--- src/rtl/pipe_hazard_ctrl_if.sv ---
// Hazard-control bundle: ID/EX/MEM hazard inputs toward the sequencer, pipeline enables,
// bubbles and counters back. The master side drives the hazard inputs; the slave side is the sequencer.
interface pipe_hazard_ctrl_if #(
  parameter int CNT_W = 16
);
  logic [4:0]       IFIDRegRs;
  logic [4:0]       IFIDRegRt;
  logic             IFIDUsesRt;
  logic [4:0]       IDEXRegRt;
  logic             IDEXMemRead;
  logic             branchTaken;
  logic             memReq;
  logic             memReady;
  logic             PCWr;
  logic             IFIDWr;
  logic             IDEXWr;
  logic             EXMEMWr;
  logic             IFIDFlush;
  logic             IDEXBubble;
  logic             MEMWBBubble;
  logic             memTimeout;
  logic [CNT_W-1:0] stallCycles;
  logic [CNT_W-1:0] flushCount;

  modport master (
    output IFIDRegRs, IFIDRegRt, IFIDUsesRt, IDEXRegRt, IDEXMemRead,
           branchTaken, memReq, memReady,
    input  PCWr, IFIDWr, IDEXWr, EXMEMWr, IFIDFlush, IDEXBubble, MEMWBBubble,
           memTimeout, stallCycles, flushCount
  );

  modport slave (
    input  IFIDRegRs, IFIDRegRt, IFIDUsesRt, IDEXRegRt, IDEXMemRead,
           branchTaken, memReq, memReady,
    output PCWr, IFIDWr, IDEXWr, EXMEMWr, IFIDFlush, IDEXBubble, MEMWBBubble,
           memTimeout, stallCycles, flushCount
  );
endinterface

--- src/rtl/pipe_hazard_ctrl.sv ---
// Stall/flush sequencer for the 5-stage pipe: controls are combinational in the detection cycle,
// and the counters and timeout are registered. A memory wait freezes the whole pipe, with a watchdog bounding the wait.
module pipe_hazard_ctrl #(
  parameter int MAX_WAIT = 16,
  parameter int CNT_W    = 16
) (
  input logic            clk,
  input logic            rst,
  pipe_hazard_ctrl_if.slave hz
);
  localparam int WCW = $clog2(MAX_WAIT) + 1;

  typedef enum logic [1:0] {RUN, MEMWAIT, ERR} state_t;

  state_t           state, state_nxt;
  logic [WCW-1:0]   wait_cnt, wait_cnt_nxt;
  logic             timeout_q;
  logic [CNT_W-1:0] stall_q, flush_q;

  logic mem_stall, load_use, freeze, br_honoured;
  logic pc_wr, ifid_wr, idex_wr, exmem_wr, ifid_flush, idex_bubble, memwb_bubble;

  assign mem_stall = hz.memReq & ~hz.memReady;
  assign load_use  = hz.IDEXMemRead & (hz.IDEXRegRt != 5'd0) &
                     ((hz.IDEXRegRt == hz.IFIDRegRs) |
                      (hz.IFIDUsesRt & (hz.IDEXRegRt == hz.IFIDRegRt)));
  assign freeze      = (state == ERR) | mem_stall;
  assign br_honoured = ~rst & ~freeze & hz.branchTaken;

  always_ff @(posedge clk) begin
    if (rst) begin
      state     <= RUN;
      wait_cnt  <= '0;
      timeout_q <= 1'b0;
      stall_q   <= '0;
      flush_q   <= '0;
    end else begin
      state    <= state_nxt;
      wait_cnt <= wait_cnt_nxt;
      if (state_nxt == ERR) timeout_q <= 1'b1;
      if (!pc_wr && stall_q != {CNT_W{1'b1}}) stall_q <= stall_q + 1'b1;
      if (br_honoured && flush_q != {CNT_W{1'b1}}) flush_q <= flush_q + 1'b1;
    end
  end

  // A released or aborted access returns to RUN in the same cycle the pipe advances.
  always_comb begin
    state_nxt    = state;
    wait_cnt_nxt = wait_cnt;
    case (state)
      RUN: begin
        if (mem_stall) begin
          state_nxt    = MEMWAIT;
          wait_cnt_nxt = WCW'(1);
        end
      end
      MEMWAIT: begin
        if (!mem_stall) begin
          state_nxt    = RUN;
          wait_cnt_nxt = '0;
        end else if (wait_cnt == WCW'(MAX_WAIT - 1)) begin
          state_nxt = ERR;
        end else begin
          wait_cnt_nxt = wait_cnt + 1'b1;
        end
      end
      ERR:     state_nxt = ERR;
      default: state_nxt = RUN;
    endcase
  end

  always_comb begin
    pc_wr        = 1'b1;
    ifid_wr      = 1'b1;
    idex_wr      = 1'b1;
    exmem_wr     = 1'b1;
    ifid_flush   = 1'b0;
    idex_bubble  = 1'b0;
    memwb_bubble = 1'b0;
    if (rst) begin
      pc_wr        = 1'b0;
      ifid_wr      = 1'b0;
      idex_wr      = 1'b0;
      exmem_wr     = 1'b0;
      ifid_flush   = 1'b1;
      idex_bubble  = 1'b1;
      memwb_bubble = 1'b1;
    end else if (freeze) begin
      pc_wr        = 1'b0;
      ifid_wr      = 1'b0;
      idex_wr      = 1'b0;
      exmem_wr     = 1'b0;
      memwb_bubble = 1'b1;
    end else if (hz.branchTaken) begin
      ifid_flush  = 1'b1;
      idex_bubble = 1'b1;
    end else if (load_use) begin
      pc_wr       = 1'b0;
      ifid_wr     = 1'b0;
      idex_bubble = 1'b1;
    end
  end

  assign hz.PCWr        = pc_wr;
  assign hz.IFIDWr      = ifid_wr;
  assign hz.IDEXWr      = idex_wr;
  assign hz.EXMEMWr     = exmem_wr;
  assign hz.IFIDFlush   = ifid_flush;
  assign hz.IDEXBubble  = idex_bubble;
  assign hz.MEMWBBubble = memwb_bubble;
  assign hz.memTimeout  = timeout_q;
  assign hz.stallCycles = stall_q;
  assign hz.flushCount  = flush_q;
endmodule

--- src/flat_wrapper.sv ---
// flat-port wrapper written by rule: the top's interface ports become plain ports
module pipe_hazard_ctrl_flat 
#(
  parameter int MAX_WAIT = 16,
  parameter int CNT_W    = 16
)
  (clk, rst, hz_IFIDRegRs, hz_IFIDRegRt, hz_IFIDUsesRt, hz_IDEXRegRt, hz_IDEXMemRead, hz_branchTaken, hz_memReq, hz_memReady, hz_PCWr, hz_IFIDWr, hz_IDEXWr, hz_EXMEMWr, hz_IFIDFlush, hz_IDEXBubble, hz_MEMWBBubble, hz_memTimeout, hz_stallCycles, hz_flushCount);
  pipe_hazard_ctrl_if #(.CNT_W(CNT_W)) hz_i ();
  input logic clk;
  input logic rst;
  input wire logic [$bits(hz_i.IFIDRegRs)-1:0] hz_IFIDRegRs;
  input wire logic [$bits(hz_i.IFIDRegRt)-1:0] hz_IFIDRegRt;
  input wire logic [$bits(hz_i.IFIDUsesRt)-1:0] hz_IFIDUsesRt;
  input wire logic [$bits(hz_i.IDEXRegRt)-1:0] hz_IDEXRegRt;
  input wire logic [$bits(hz_i.IDEXMemRead)-1:0] hz_IDEXMemRead;
  input wire logic [$bits(hz_i.branchTaken)-1:0] hz_branchTaken;
  input wire logic [$bits(hz_i.memReq)-1:0] hz_memReq;
  input wire logic [$bits(hz_i.memReady)-1:0] hz_memReady;
  output wire logic [$bits(hz_i.PCWr)-1:0] hz_PCWr;
  output wire logic [$bits(hz_i.IFIDWr)-1:0] hz_IFIDWr;
  output wire logic [$bits(hz_i.IDEXWr)-1:0] hz_IDEXWr;
  output wire logic [$bits(hz_i.EXMEMWr)-1:0] hz_EXMEMWr;
  output wire logic [$bits(hz_i.IFIDFlush)-1:0] hz_IFIDFlush;
  output wire logic [$bits(hz_i.IDEXBubble)-1:0] hz_IDEXBubble;
  output wire logic [$bits(hz_i.MEMWBBubble)-1:0] hz_MEMWBBubble;
  output wire logic [$bits(hz_i.memTimeout)-1:0] hz_memTimeout;
  output wire logic [$bits(hz_i.stallCycles)-1:0] hz_stallCycles;
  output wire logic [$bits(hz_i.flushCount)-1:0] hz_flushCount;
  assign hz_i.IFIDRegRs = hz_IFIDRegRs;
  assign hz_i.IFIDRegRt = hz_IFIDRegRt;
  assign hz_i.IFIDUsesRt = hz_IFIDUsesRt;
  assign hz_i.IDEXRegRt = hz_IDEXRegRt;
  assign hz_i.IDEXMemRead = hz_IDEXMemRead;
  assign hz_i.branchTaken = hz_branchTaken;
  assign hz_i.memReq = hz_memReq;
  assign hz_i.memReady = hz_memReady;
  assign hz_PCWr = hz_i.PCWr;
  assign hz_IFIDWr = hz_i.IFIDWr;
  assign hz_IDEXWr = hz_i.IDEXWr;
  assign hz_EXMEMWr = hz_i.EXMEMWr;
  assign hz_IFIDFlush = hz_i.IFIDFlush;
  assign hz_IDEXBubble = hz_i.IDEXBubble;
  assign hz_MEMWBBubble = hz_i.MEMWBBubble;
  assign hz_memTimeout = hz_i.memTimeout;
  assign hz_stallCycles = hz_i.stallCycles;
  assign hz_flushCount = hz_i.flushCount;
  pipe_hazard_ctrl #(.MAX_WAIT(MAX_WAIT), .CNT_W(CNT_W)) u_core (.clk(clk), .rst(rst), .hz(hz_i));
endmodule
--- config.mk ---
export PLATFORM = sky130hd
export DESIGN_NAME = pipe_hazard_ctrl_flat
export DESIGN_NICKNAME = d
export VERILOG_FILES = /design/src/rtl/pipe_hazard_ctrl_if.sv /design/src/rtl/pipe_hazard_ctrl.sv /design/src/flat_wrapper.sv
export SDC_FILE = /design/constraint.sdc
export NUM_CORES = 1
export LEC_CHECK = 0
export ABC_AREA = 1
export ABC_CLOCK_PERIOD_IN_PS = 3300
export CAP_MARGIN = 20
export CORE_ASPECT_RATIO = 1.25
export CORE_MARGIN = 5
export CORE_UTILIZATION = 35
export CTS_BUF_LIST = sky130_fd_sc_hd__clkbuf_4 sky130_fd_sc_hd__clkbuf_8 sky130_fd_sc_hd__clkbuf_16
export DETAILED_ROUTE_END_ITERATION = 10
export GPL_ROUTABILITY_DRIVEN = 0
export HOLD_SLACK_MARGIN = 0.12
export PLACE_DENSITY = 0.65
export REMOVE_ABC_BUFFERS = 1
export SETUP_SLACK_MARGIN = 0.3
export SYNTH_ARGS = -nofsm -noshare
export SYNTH_HDL_FRONTEND = slang
export SYNTH_SLANG_ARGS = --single-unit
--- constraint.sdc ---
create_clock -name clk -period 3.3 [get_ports clk]
set_input_delay 0.99 -clock clk [delete_from_list [all_inputs] [get_ports clk]]
set_output_delay 0.99 -clock clk [all_outputs]
set_load 0.005 [all_outputs]
=== Word-level counts from Yosys, hierarchy flattened ===
Index checks and enable logic that the tools add are counted.

* Shift-type cells: 0
* Reductions and logical operators: 7
* Order comparisons: 0
* Divide/modulo/power cells: 0
* $add $sub $neg: 3
* Equal/unequal tests: 10
* Bitwise gates (word level): 11
* Multiplexer cells: 23
* Multipliers: 0

{| class="wikitable"
|+ Operators by type and width
! operator !! count
|-
| 16-bit by 1-bit adder with 16-bit output, second input constant || 2
|-
| 16-bit != test, second input constant || 2
|-
| 1-bit 2-to-1 mux || 15
|-
| 5-bit 2-to-1 mux || 3
|-
| 5-bit equality test || 2
|-
| 5-bit one-hot mux with 2 select lines || 1
|-
| 1-bit bitwise AND || 6
|-
| 2-bit 2-to-1 mux || 3
|-
| 2-bit one-hot mux with 3 select lines || 1
|-
| 5-bit by 1-bit adder with 5-bit output, second input constant || 1
|-
| 5-bit by 4-bit equality test with 1-bit output, second input constant || 1
|-
| 5-bit nonzero test || 1
|-
| 2-bit equality test, second input constant || 2
|-
| 3-bit != test, second input constant || 1
|-
| 1-bit inverter || 3
|-
| 3-bit AND reduction || 1
|-
| 2-bit by 1-bit equality test with 1-bit output, second input constant || 1
|-
| 1-bit logical AND || 2
|-
| 2-bit logical NOT || 1
|-
| 2-bit by 1-bit != test with 1-bit output, second input constant || 1
|-
| 1-bit bitwise OR || 2
|-
| 2-bit nonzero test || 1
|-
| 1-bit logical NOT || 1
|}

* Register bits after elaboration: 40
* Word-level logic and storage cells: 59
* Input port bits: 22
* Memories: 0
* Latch bits: 0
* Output and inout bits: 40
* Memory bits (read-only): 0
* RAM bits: 0

=== Longest topological paths before layout ===
Gate-level depths: netlist of the first run.

* Word-level depth: 10
* Depth in mapped cells: 12
* Depth with buffers taken out: 12

=== Worst setup path after synthesis of the first run ===
OpenSTA, ideal clock, no wires.

* Kind: in2out
* Start: input port hz_memReady
* End: output port hz_PCWr
* Setup slack: 0.305 ns
* Arrival time: 2.005 ns
* Path buffers: 2
* Cell stages on the path: 8
* Cell sequence: inv_1 nand2_1 nand2_1 nor2_1 nand2_2 buf_2 nand2_1 buf_4

* Cells in the longest elaborated chain, start to end: 5

{| class="wikitable"
|+ RTL lines
! what !! line !! RTL
|-
| from (decl) || flat_wrapper.sv:18 || <nowiki>input wire logic [$bits(hz_i.memReady)-1:0] hz_memReady;</nowiki>
|-
| 1-bit inverter || pipe_hazard_ctrl.sv:23 || <nowiki>assign mem_stall = hz.memReq & ~hz.memReady;</nowiki>
|-
| 1-bit bitwise AND || pipe_hazard_ctrl.sv:23 ||
|-
| 1-bit bitwise OR || pipe_hazard_ctrl.sv:27 || <nowiki>assign freeze = (state == ERR) | mem_stall;</nowiki>
|-
| 1-bit 2-to-1 mux (2 in series) || n/a ||
|-
| to (decl) || flat_wrapper.sv:19 || <nowiki>output wire logic [$bits(hz_i.PCWr)-1:0] hz_PCWr;</nowiki>
|}

Every way passes these cells.

=== Worst setup path in the final report of the first run ===
* Start: input port hz_branchTaken
* End: output port hz_IFIDWr

* Cells in the longest elaborated chain, start to end: 3

{| class="wikitable"
|+ RTL lines
! what !! line !! RTL
|-
| from (decl) || flat_wrapper.sv:16 || <nowiki>input wire logic [$bits(hz_i.branchTaken)-1:0] hz_branchTaken;</nowiki>
|-
| 1-bit 2-to-1 mux || pipe_hazard_ctrl.sv:94 || <nowiki>end else if (hz.branchTaken) begin</nowiki>
|-
| 1-bit 2-to-1 mux || pipe_hazard_ctrl.sv:88 || <nowiki>end else if (freeze) begin</nowiki>
|-
| 1-bit 2-to-1 mux || pipe_hazard_ctrl.sv:80 || <nowiki>if (rst) begin</nowiki>
|-
| to (decl) || flat_wrapper.sv:20 || <nowiki>output wire logic [$bits(hz_i.IFIDWr)-1:0] hz_IFIDWr;</nowiki>
|}

Every way passes these cells.

==> results.yml, run 1 <==
yosys:
  synth_edf_count: 0
  synth.area.mux_share_pct: 0
  dominantRegCellSynth: "dfxtp_1"
  synth.largest_area_cell: "dfxtp_1"
  synth.avg_cell_area_um2: 6.72
  seq_area_frac_synth_pct: 33.0
  yosysUniqueCellTypes: 37
  synth_seq_cells: 40
  ys_top_cells_by_area: "dfxtp_1 33%, nand2_1 14%, inv_1 6.3%, nor2_1 6.2%, nand4_1 5.7%"
  synth_xor_xnor_area_share_pct: 5.77
  synth_top_family_by_area: "simple AND/OR/NAND/NOR gates"
  post-synth-top-area-fraction_pct: 33.0
  syn_inst: 361
  synth_async_sr_flop_share_pct: 0
  yosys.area_share.adder_pct: 2.06
  synth_compound_area_share_pct: 12.9
  synth-simple-area-share_pct: 36.4
  netlist_area_um2: 2430
  yosysWarnings: 0
floorplanning:
  fp.dieH_um: 103
  die_area_um2: 8710
  rows: 34
  initial_utilization_pct: 35.4
  core-area_um2: 6850
  die_w_um: 84.5
  ioPinCount: 62
worst_hold_path:
  worstHoldPathType: "reg -> reg"
  hp-start: "u_core.hz.memTimeout"
layout:
  fin_util_pct: 50.0
  final_cell_mix: "85 x nand2_1, 40 x inv_1, 40 x dfxtp_1, 37 x nor2_1, 35 x clkdlybuf4s50_1"
  final_common_cell: "nand2_1"
  area_delta_synth_final_pct: 41.1
  layout-drive-gt1-share_pct: 19.4
  n_antenna_cell: 0
  fin_nets: 475
placement:
  dp_slack_ps: -345
  port_buffers: 61
  dp_hpwl_um: 4800
sta:
  period_minus_slack_ps: 2920
  relSlewSlack_pct: 70.8
  max_freq_mhz: 343
  setup_viol: 0
  post-route-period-util_pct: 88.4
  rsz0062_at_grt: "false"
  drv_slew: 0
  skew_ps: 4.12
  hold_viol: 0
  max_slew.worst_pin.slew_ps: 435
  fin_ws_ps: 382
pwr:
  ir_drop_uv: 150
  power.density_nw_per_um2: 295
  p_leak_nw: 1.43
clock_tree:
  clockRootBuffer: "clkbuf_8"
  ctsHoldBuffers: 0
  cts_max_level: 2
  cts_buffer_depth: 2
  cts_tree: "yes"
  clkSinkCount: 40
  clkLatencyLatePin_ps: 290
  clkTransAtPathRegs_ps: 70
  cts_made_buffers: 5
global_routing:
  grt_use_met2_pct: 28.6
  overflow: 0
  grt_max_degree: 18
  grt_pass1_vias: 2505
  met1_usage_pct: 16.8
  grt_busiest_layer: "met2"
  grt_pass1_wl_um: 10900
  grt.total_usage_pct: 15.1
  antenna_found_initial: 0
  grt_use_met3_pct: 2.72
worst_setup_path:
  arrival_ps: 1930
  cp-end-kind: "output port"
  crit_fanout: 2
  cp-start-kind: "input pin"
  timing.rr.start: "u_core.state[0]"
  startpoint: "hz_branchTaken"
  critPathKind: "in -> out"
  cp.required_ps: 2310
route:
  drc_errors: 0
  via_per_inst: 4.91
  post_drt_wl_per_cell_um: 12.2
  drt_wl_total_um: 6590
  vias: 2648
  drtIter0Drc: 105
  ant_nets: 0
  firstDrtPassIters: 4
outcome:
  status: "finished, final reports clean"
job:
  maxCapViolations: 0
## critical path, cell delays in order
cell,delay (ps)
clkdlybuf4s50_1,500
nand3_4,90
nor2_4,130
inv_2,50
nand2_2,60
buf_2,110
## cells by family after synthesis
family / Yosys count
AOI/OAI and AO/OA: 50
xor gates and xnor gates: 16
adders and majority gates: 4
buffers and inverters: 58
DFF: 40
and+or+nand+nor: 193
## synthesized netlist by cell type, types with 2 or more instances
| library cell | instances |
|---|---|
| xor2_1 | 9 |
| nand4_1 | 22 |
| o21a_1 | 2 |
| buf_2 | 2 |
| o31ai_1 | 2 |
| dfxtp_1 | 40 |
| clkbuf_1 | 5 |
| o21ai_0 | 5 |
| o21ai_1 | 6 |
| ha_1 | 4 |
| nor2_1 | 40 |
| buf_4 | 2 |
| nand2_2 | 4 |
| nor3_1 | 9 |
| xnor2_1 | 7 |
| nand2_1 | 92 |
| a21oi_2 | 9 |
| nand3_1 | 17 |
| a21oi_1 | 20 |
| a211oi_1 | 2 |
| inv_1 | 41 |
| inv_2 | 6 |
## layout make-up
class	count	area (µm²)
Fill cell	704	3420
Multi-Input combinational cell	264	1460
Sequential cell	40	801
Timing Repair Buffer	90	773
Inverter	48	180
Tap cell	90	113
Clock buffer	7	96.3
## power by group
group	internal [mW]	leakage (nW)	switching, mW
clock network	0.186	0.0503	0.162
registers	0.490	0.323	0.00871
logic	0.0811	1.06	0.0847
total	0.757	1.43	0.255
## registers in the layout, indices dropped and copies added (netlist names)
| name | flops |
|---|---|
| u_core.state | 2 |
| u_core.hz.memTimeout | 1 |
| u_core.hz.flushCount | 16 |
| u_core.hz.stallCycles | 16 |
| u_core.wait_cnt | 5 |
## stage by stage
| step | cells | hold WS (ps) | instance area, µm² | setup TNS, ps | power (mW) |
|---|---|---|---|---|---|
| floorplan | 351 | 447 | 2370 | 0 | 0.568 |
| global placement | 513 | 447 | 3170 | -1570 | 0.652 |
| detailed placement | 513 | 455 | 3170 | -1490 | 0.655 |
| CTS | 535 | 472 | 3360 | 0 | 1.01 |
| global route | 539 | 498 | 3420 | 0 | 1.07 |
| finish | 539 | 470 | 3420 | 0 | 1.01 |
## path summary, 6_finish.rpt
check	endpoint	slack [ps]	cells after the start
setup reg to reg	u_core.hz.stallCycles[0]	1070	17
setup / recovery	hz_IFIDWr	380	6
hold / removal	u_core.hz.memTimeout	470	2
hold reg to reg	u_core.hz.memTimeout	470	2
## repair_timing
| item | in CTS | in global routing |
|---|---|---|
| resized for setup | 54 | 26 |
| endpoints found under the hold margin | 0 | 0 |
| endpoints found under the setup margin | 7 | 32 |
| buffers inserted | 15 | 3 |
| gates cloned | 0 | 1 |
| pin swaps | 16 | 14 |
## per-layer routing
| metal | vias up | wire (µm) |
|---|---|---|
| met5 | - | 0 |
| met4 | 0 | 116 |
| met3 | 11 | 224 |
| met2 | 59 | 3510 |
| met1 | 1231 | 2740 |
| li1 | 1347 | - |
(Power assumes the default switching activity.)
==> run 2, diff against run 1 <==
--- a/config.mk
+++ b/config.mk
@@ -17,7 +17,7 @@
 export HOLD_SLACK_MARGIN = 0.12
 export PLACE_DENSITY = 0.65
 export REMOVE_ABC_BUFFERS = 1
-export SETUP_SLACK_MARGIN = 0.3
 export SYNTH_ARGS = -nofsm -noshare
 export SYNTH_HDL_FRONTEND = slang
 export SYNTH_SLANG_ARGS = --single-unit
+export TNS_END_PERCENT = 50
==> run 2 against run 1 <==
Total power down 3.0%. Via count decreased by 4.7%. Utilization shrank 2.4 points. Routed wire length fell by 6.6%. Combinational power fell by 17%. Clock skew is essentially flat. Sequential power barely moved. Die area stayed put. Fmax is 8.2% lower. Sequential share of layout area increased by 1.2 points.
==> results.yml, run 2 (synthesized netlist as in run 1, its figures left out) <==
global_routing:
  grt_pass1_wl_um: 10500
  grt.total_usage_pct: 14.6
  grt_busiest_layer: "met2"
  grt_max_degree: 18
  grt_use_met3_pct: 2.72
  met1_usage_pct: 16.1
  antenna_found_initial: 0
  grt_use_met2_pct: 27.7
  grt_pass1_vias: 2417
  overflow: 0
sta:
  max_slew.worst_pin.slew_ps: 414
  relSlewSlack_pct: 72.2
  period_minus_slack_ps: 3180
  max_freq_mhz: 315
  drv_slew: 0
  setup_viol: 0
  skew_ps: 4.43
  rsz0062_at_grt: "false"
  post-route-period-util_pct: 96.3
  hold_slack_ps: 470
  hold_viol: 0
  fin_ws_ps: 121
layout:
  layout-drive-gt1-share_pct: 11.6
  area_delta_synth_final_pct: 34.2
  n_antenna_cell: 0
  final_cell_mix: "90 x nand2_1, 47 x clkdlybuf4s50_1, 40 x inv_1, 40 x dfxtp_1, 39 x nor2_1"
  fin_nets: 456
  final_common_cell: "nand2_1"
route:
  drtIter0Drc: 74
  drc_errors: 0
  drt_wl_total_um: 6150
  post_drt_wl_per_cell_um: 11.8
  via_per_inst: 4.85
  ant_nets: 0
  vias: 2523
  firstDrtPassIters: 4
floorplanning:
  die_area_um2: 8710
  die_w_um: 84.5
  initial_utilization_pct: 35.4
  fp.dieH_um: 103
  rows: 34
  core-area_um2: 6850
  ioPinCount: 62
worst_setup_path:
  crit_fanout: 3
  cp-start-kind: "input pin"
  r2r_end: "u_core.hz.stallCycles[1]"
  critPathKind: "in -> out"
  timing.rr.start: "u_core.hz.stallCycles[0]"
  crit_chain: "clkdlybuf4s50_1 -> inv_1 -> nand2_2 -> nand2_1 -> nor2_2 -> buf_4 -> inv_1 -> dlygate4sd2_1"
  cp.required_ps: 2310
  ff2ff_path_depth: 9
  arrival_ps: 2190
  cpMostUsedCell: "inv_1"
  max_stage_delay_ps: 450
  cpMaxStageDelayCell: "clkdlybuf4s50_1"
  r2r_slack_ps: 1240
  cp-end-kind: "output port"
clock_tree:
  clkLatencyLatePin_ps: 290
  clockRootBuffer: "clkbuf_8"
  cts_made_buffers: 5
  clkTransAtPathRegs_ps: 70
  cts_tree: "yes"
  clkSinkCount: 40
  cts_max_level: 2
  cts_buffer_depth: 2
  post-cts-setup-buffers: 0
  ctsHoldBuffers: 0
pwr:
  switching_share_pct: 24.6
  pwr-share-clk_pct: 35.3
  power_frac_comb_pct: 14.0
  ir_drop_uv: 151
  pwr-share-seq_pct: 50.8
  p_int_uw: 740
  p_sw_uw: 241
  power.density_nw_per_um2: 301
  p_leak_nw: 1.33
worst_hold_path:
  hold_end: "u_core.state[0]"
  whs_path_depth: 1
  worstHoldPathType: "reg -> reg"
  hp-start: "u_core.state[0]"
placement:
  dp_hpwl_um: 4800
  dp_slack_ps: -345
  port_buffers: 61
job:
  maxCapViolations: 0
outcome:
  status: "finished, final reports clean"
run 2: per-layer routing:
metal  vias up  part of all wire, %
li1       1306                    -
met1      1156                   42
met2        50                   53
met3        11                  3.2
met4         0                  1.5
met5         -                    0
run 2: worst max-delay path by stage:
| stage | start | endpoint | slack [ps] | cells after the start |
|---|---|---|---|---|
| final | hz_memReady | hz_MEMWBBubble | 120 | 8 |
| after global routing | hz_IFIDRegRt[2] | hz_PCWr | 0.7 | 11 |
| after CTS | hz_memReady | hz_IFIDFlush | 9 | 6 |
| after detailed placement | hz_IDEXRegRt[1] | hz_IDEXBubble | -340 | 10 |
| after global placement | hz_IDEXRegRt[4] | hz_IDEXBubble | -320 | 10 |
| after floorplan | hz_memReady | hz_IFIDWr | 430 | 6 |
run 2: power groups by stage:
stage,sequential [mW],clock (mW),combinational (mW)
after floorplan,0.508,0,0.0606
after global placement,0.509,0,0.143
after detailed placement,0.509,0,0.145
after CTS,0.498,0.362,0.141
after global routing,0.499,0.384,0.154
final,0.498,0.346,0.137
run 2: worst max-delay path, delay by kind of cell:
family	cells	cell delay (ps)
buffers and inverters	5	920
and+or+nand+nor	3	290
run 2: cell type report:
class                      instances  area (µm²)
tap                               90         113
multi-input combinational        263        1400
clock buffer                       7        96.3
fill                             710        3590
timing repair buffer              72         672
sequential                        40         801
inverter                          48         180
run 2: stage by stage:
stage	instances	total power, mW	instance area (µm²)	setup TNS, ps	utilization, %
detailed placement	513	0.655	3170	-1490	46.3
floorplan	351	0.568	2370	0	-
finish	520	0.981	3260	0	47.6
global route	520	1.04	3260	0	47.6
CTS	520	1.00	3260	0	47.7
global placement	513	0.652	3170	-1570	46.3
run 2: repair_timing:
action                                  4_1_cts  5_1_grt
gates resized for setup                      18        6
pin swaps                                     1        2
endpoints found under the setup margin        7        4
cloned                                        0        0
==> run 3, diff against run 2 <==
--- a/config.mk
+++ b/config.mk
@@ -9,13 +9,12 @@
 export ABC_CLOCK_PERIOD_IN_PS = 3300
 export CAP_MARGIN = 20
 export CORE_ASPECT_RATIO = 1.25
-export CORE_MARGIN = 5
-export CORE_UTILIZATION = 35
+export CORE_UTILIZATION = 49
 export CTS_BUF_LIST = sky130_fd_sc_hd__clkbuf_4 sky130_fd_sc_hd__clkbuf_8 sky130_fd_sc_hd__clkbuf_16
 export DETAILED_ROUTE_END_ITERATION = 10
 export GPL_ROUTABILITY_DRIVEN = 0
 export HOLD_SLACK_MARGIN = 0.12
-export PLACE_DENSITY = 0.65
+export PLACE_DENSITY = 0.85
 export REMOVE_ABC_BUFFERS = 1
 export SYNTH_ARGS = -nofsm -noshare
 export SYNTH_HDL_FRONTEND = slang
==> run 3 against run 2 <==
Routed wire length down 3.8%. Final cell count down 5.4%. Utilization up 20 points. Flip-flop and latch count unchanged. Non-clock buffer count up 2. Setup slack worse by 13 ps. Sequential power about the same. Clock power down 10%. Largest cell class unchanged.
==> results.yml, run 3 (synthesized netlist as in run 1, its figures left out) <==
route:
  post_drt_wl_per_cell_um: 12.0
  firstDrtPassIters: 4
  drt_wl_total_um: 5920
  drc_errors: 0
  drtIter0Drc: 128
  ant_nets: 0
  via_per_inst: 5.18
  vias: 2547
global_routing:
  grt.total_usage_pct: 23.4
  overflow: 0
  antenna_found_initial: 0
  grt_pass1_wl_um: 9650
  grt_pass1_vias: 2269
  grt_max_degree: 23
sta:
  hold_viol: 0
  finalSetupTns_ps: 0
  setup_viol: 0
  drv_slew: 0
  post-route-period-util_pct: 96.7
  max_slew.worst_pin.slew_ps: 371
  skew_ps: 1.28
  period_minus_slack_ps: 3190
  hold_slack_ps: 469
  relSlewSlack_pct: 75.1
  max_freq_mhz: 313
  rsz0062_at_grt: "false"
clock_tree:
  clockRootBuffer: "clkbuf_8"
  cts_buffer_depth: 2
  clkTransAtPathRegs_ps: 70
  cts_made_buffers: 5
  clkSinkCount: 40
  clkLatencyLatePin_ps: 280
  ctsHoldBuffers: 0
  cts_max_level: 2
  cts_tree: "yes"
layout:
  n_antenna_cell: 0
  final_cell_mix: "88 x nand2_1, 43 x clkdlybuf4s50_1, 40 x dfxtp_1, 39 x inv_1, 39 x nor2_1"
  fin_nets: 458
  area_delta_synth_final_pct: 33.4
  layout-drive-gt1-share_pct: 13.0
  final_common_cell: "nand2_1"
pwr:
  power_frac_comb_pct: 14.9
  switching_share_pct: 25.4
  pwr-share-clk_pct: 32.7
  power.density_nw_per_um2: 293
  p_leak_nw: 1.37
  ir_drop_uv: 220
  pwr-share-seq_pct: 52.4
  p_int_uw: 708
  p_sw_uw: 241
floorplanning:
  fp.dieH_um: 80.7
  rows: 28
  ioPinCount: 62
  die_w_um: 65.0
  core-area_um2: 4760
  die_area_um2: 5240
  initial_utilization_pct: 50.9
placement:
  port_buffers: 61
  dp_hpwl_um: 4440
worst_setup_path:
  critPathKind: "in -> out"
  arrival_ps: 2200
  timing.rr.start: "u_core.hz.stallCycles[0]"
  crit_fanout: 2
  cp-end-kind: "output port"
  cp-start-kind: "input pin"
  r2r_end: "u_core.hz.stallCycles[9]"
  ff2ff_path_depth: 9
  cp.required_ps: 2310
  r2r_slack_ps: 1290
worst_hold_path:
  hp-start: "u_core.hz.memTimeout"
  whs_path_depth: 2
  worstHoldPathType: "reg -> reg"
  hold_end: "u_core.hz.memTimeout"
job:
  maxCapViolations: 0
outcome:
  status: "finished, final reports clean"
## run 3: cell count changes in the layout (fill, tap and decap cells not counted), sizes merged
| cell | before | now |
|---|---|---|
| dlymetal6s2s | 2 | 6 |
| clkbuf | 10 | 7 |
| clkdlybuf4s50 | 47 | 43 |
| dlygate4sd2 | 9 | 8 |
| clkinv | 1 | 2 |
| buf | 11 | 16 |
## run 3: power by group through the flow
| stage | clock network [mW] | logic (mW) | registers [mW] |
|---|---|---|---|
| 6_report | 0.311 | 0.141 | 0.497 |
| 5_1_grt | 0.349 | 0.156 | 0.499 |
| 4_1_cts | 0.321 | 0.140 | 0.498 |
| 3_5_place_dp | 0 | 0.143 | 0.509 |
| 3_3_place_gp | 0 | 0.139 | 0.509 |
| 2_1_floorplan | 0 | 0.0606 | 0.508 |
## run 3: final cells by class
type                            count  area [µm²]
Clock buffer                        6        76.3
Clock inverter                      1        5.00
Fill cell                         434        1530
Inverter                           48         180
Multi-Input combinational cell    263        1410
Sequential cell                    40         801
Tap cell                           60        75.1
Timing Repair Buffer               74         696
## run 3: layer usage
layer / vias to the layer above / track usage [%] / routed length, µm
met3: 12 / 4.97 / 237
met1: 1159 / 25.2 / 2460
met5: - / 0 / 0
met4: 0 / 7.78 / 119
met2: 58 / 44.1 / 3100
li1: 1318 / - / -
## run 3: how the worst max path moves through the flow
stage                    start        endpoint  slack [ps]  cells after the start
6_report       hz_IFIDRegRs[2]       hz_IFIDWr         110                     11
5_1_grt        hz_IFIDRegRt[2]       hz_IFIDWr          40                     11
4_1_cts            hz_memReady  hz_MEMWBBubble         -40                      8
3_5_place_dp   hz_IDEXRegRt[4]   hz_IDEXBubble        -380                     10
3_3_place_gp   hz_IDEXRegRt[4]   hz_IDEXBubble        -310                     10
2_1_floorplan      hz_memReady       hz_IFIDWr         430                      6
## run 3: worst max-delay path, stage by stage
cell             delay [ps]
clkdlybuf4s50_1         480
inv_1                    40
nand2_1                  50
nand2_1                  50
nor2_1                   90
nand3_1                  80
nand2_1                  80
nand2_2                  60
nand2_2                  80
nand2_2                  70
buf_2                   130
## run 3: per-stage QoR
stage                     worst slack, ps  cell area [µm²]  std cells  util (%)  power [mW]
after floorplan                       434             2370        351         -       0.568
after global placement               -306             3130        482      65.7       0.648
after detailed placement             -378             3130        482      65.7       0.652
after CTS                           -36.5             3210        490      67.4       0.959
after global routing                 35.3             3240        492      68.0        1.00
final                                 109             3240        492      68.0       0.949
## run 3: repair_timing
action	CTS	global route
gates resized for setup	23	11
endpoints found under the hold margin	0	0
pin swaps	2	5
setup endpoints to repair	7	4
buffers inserted	1	2
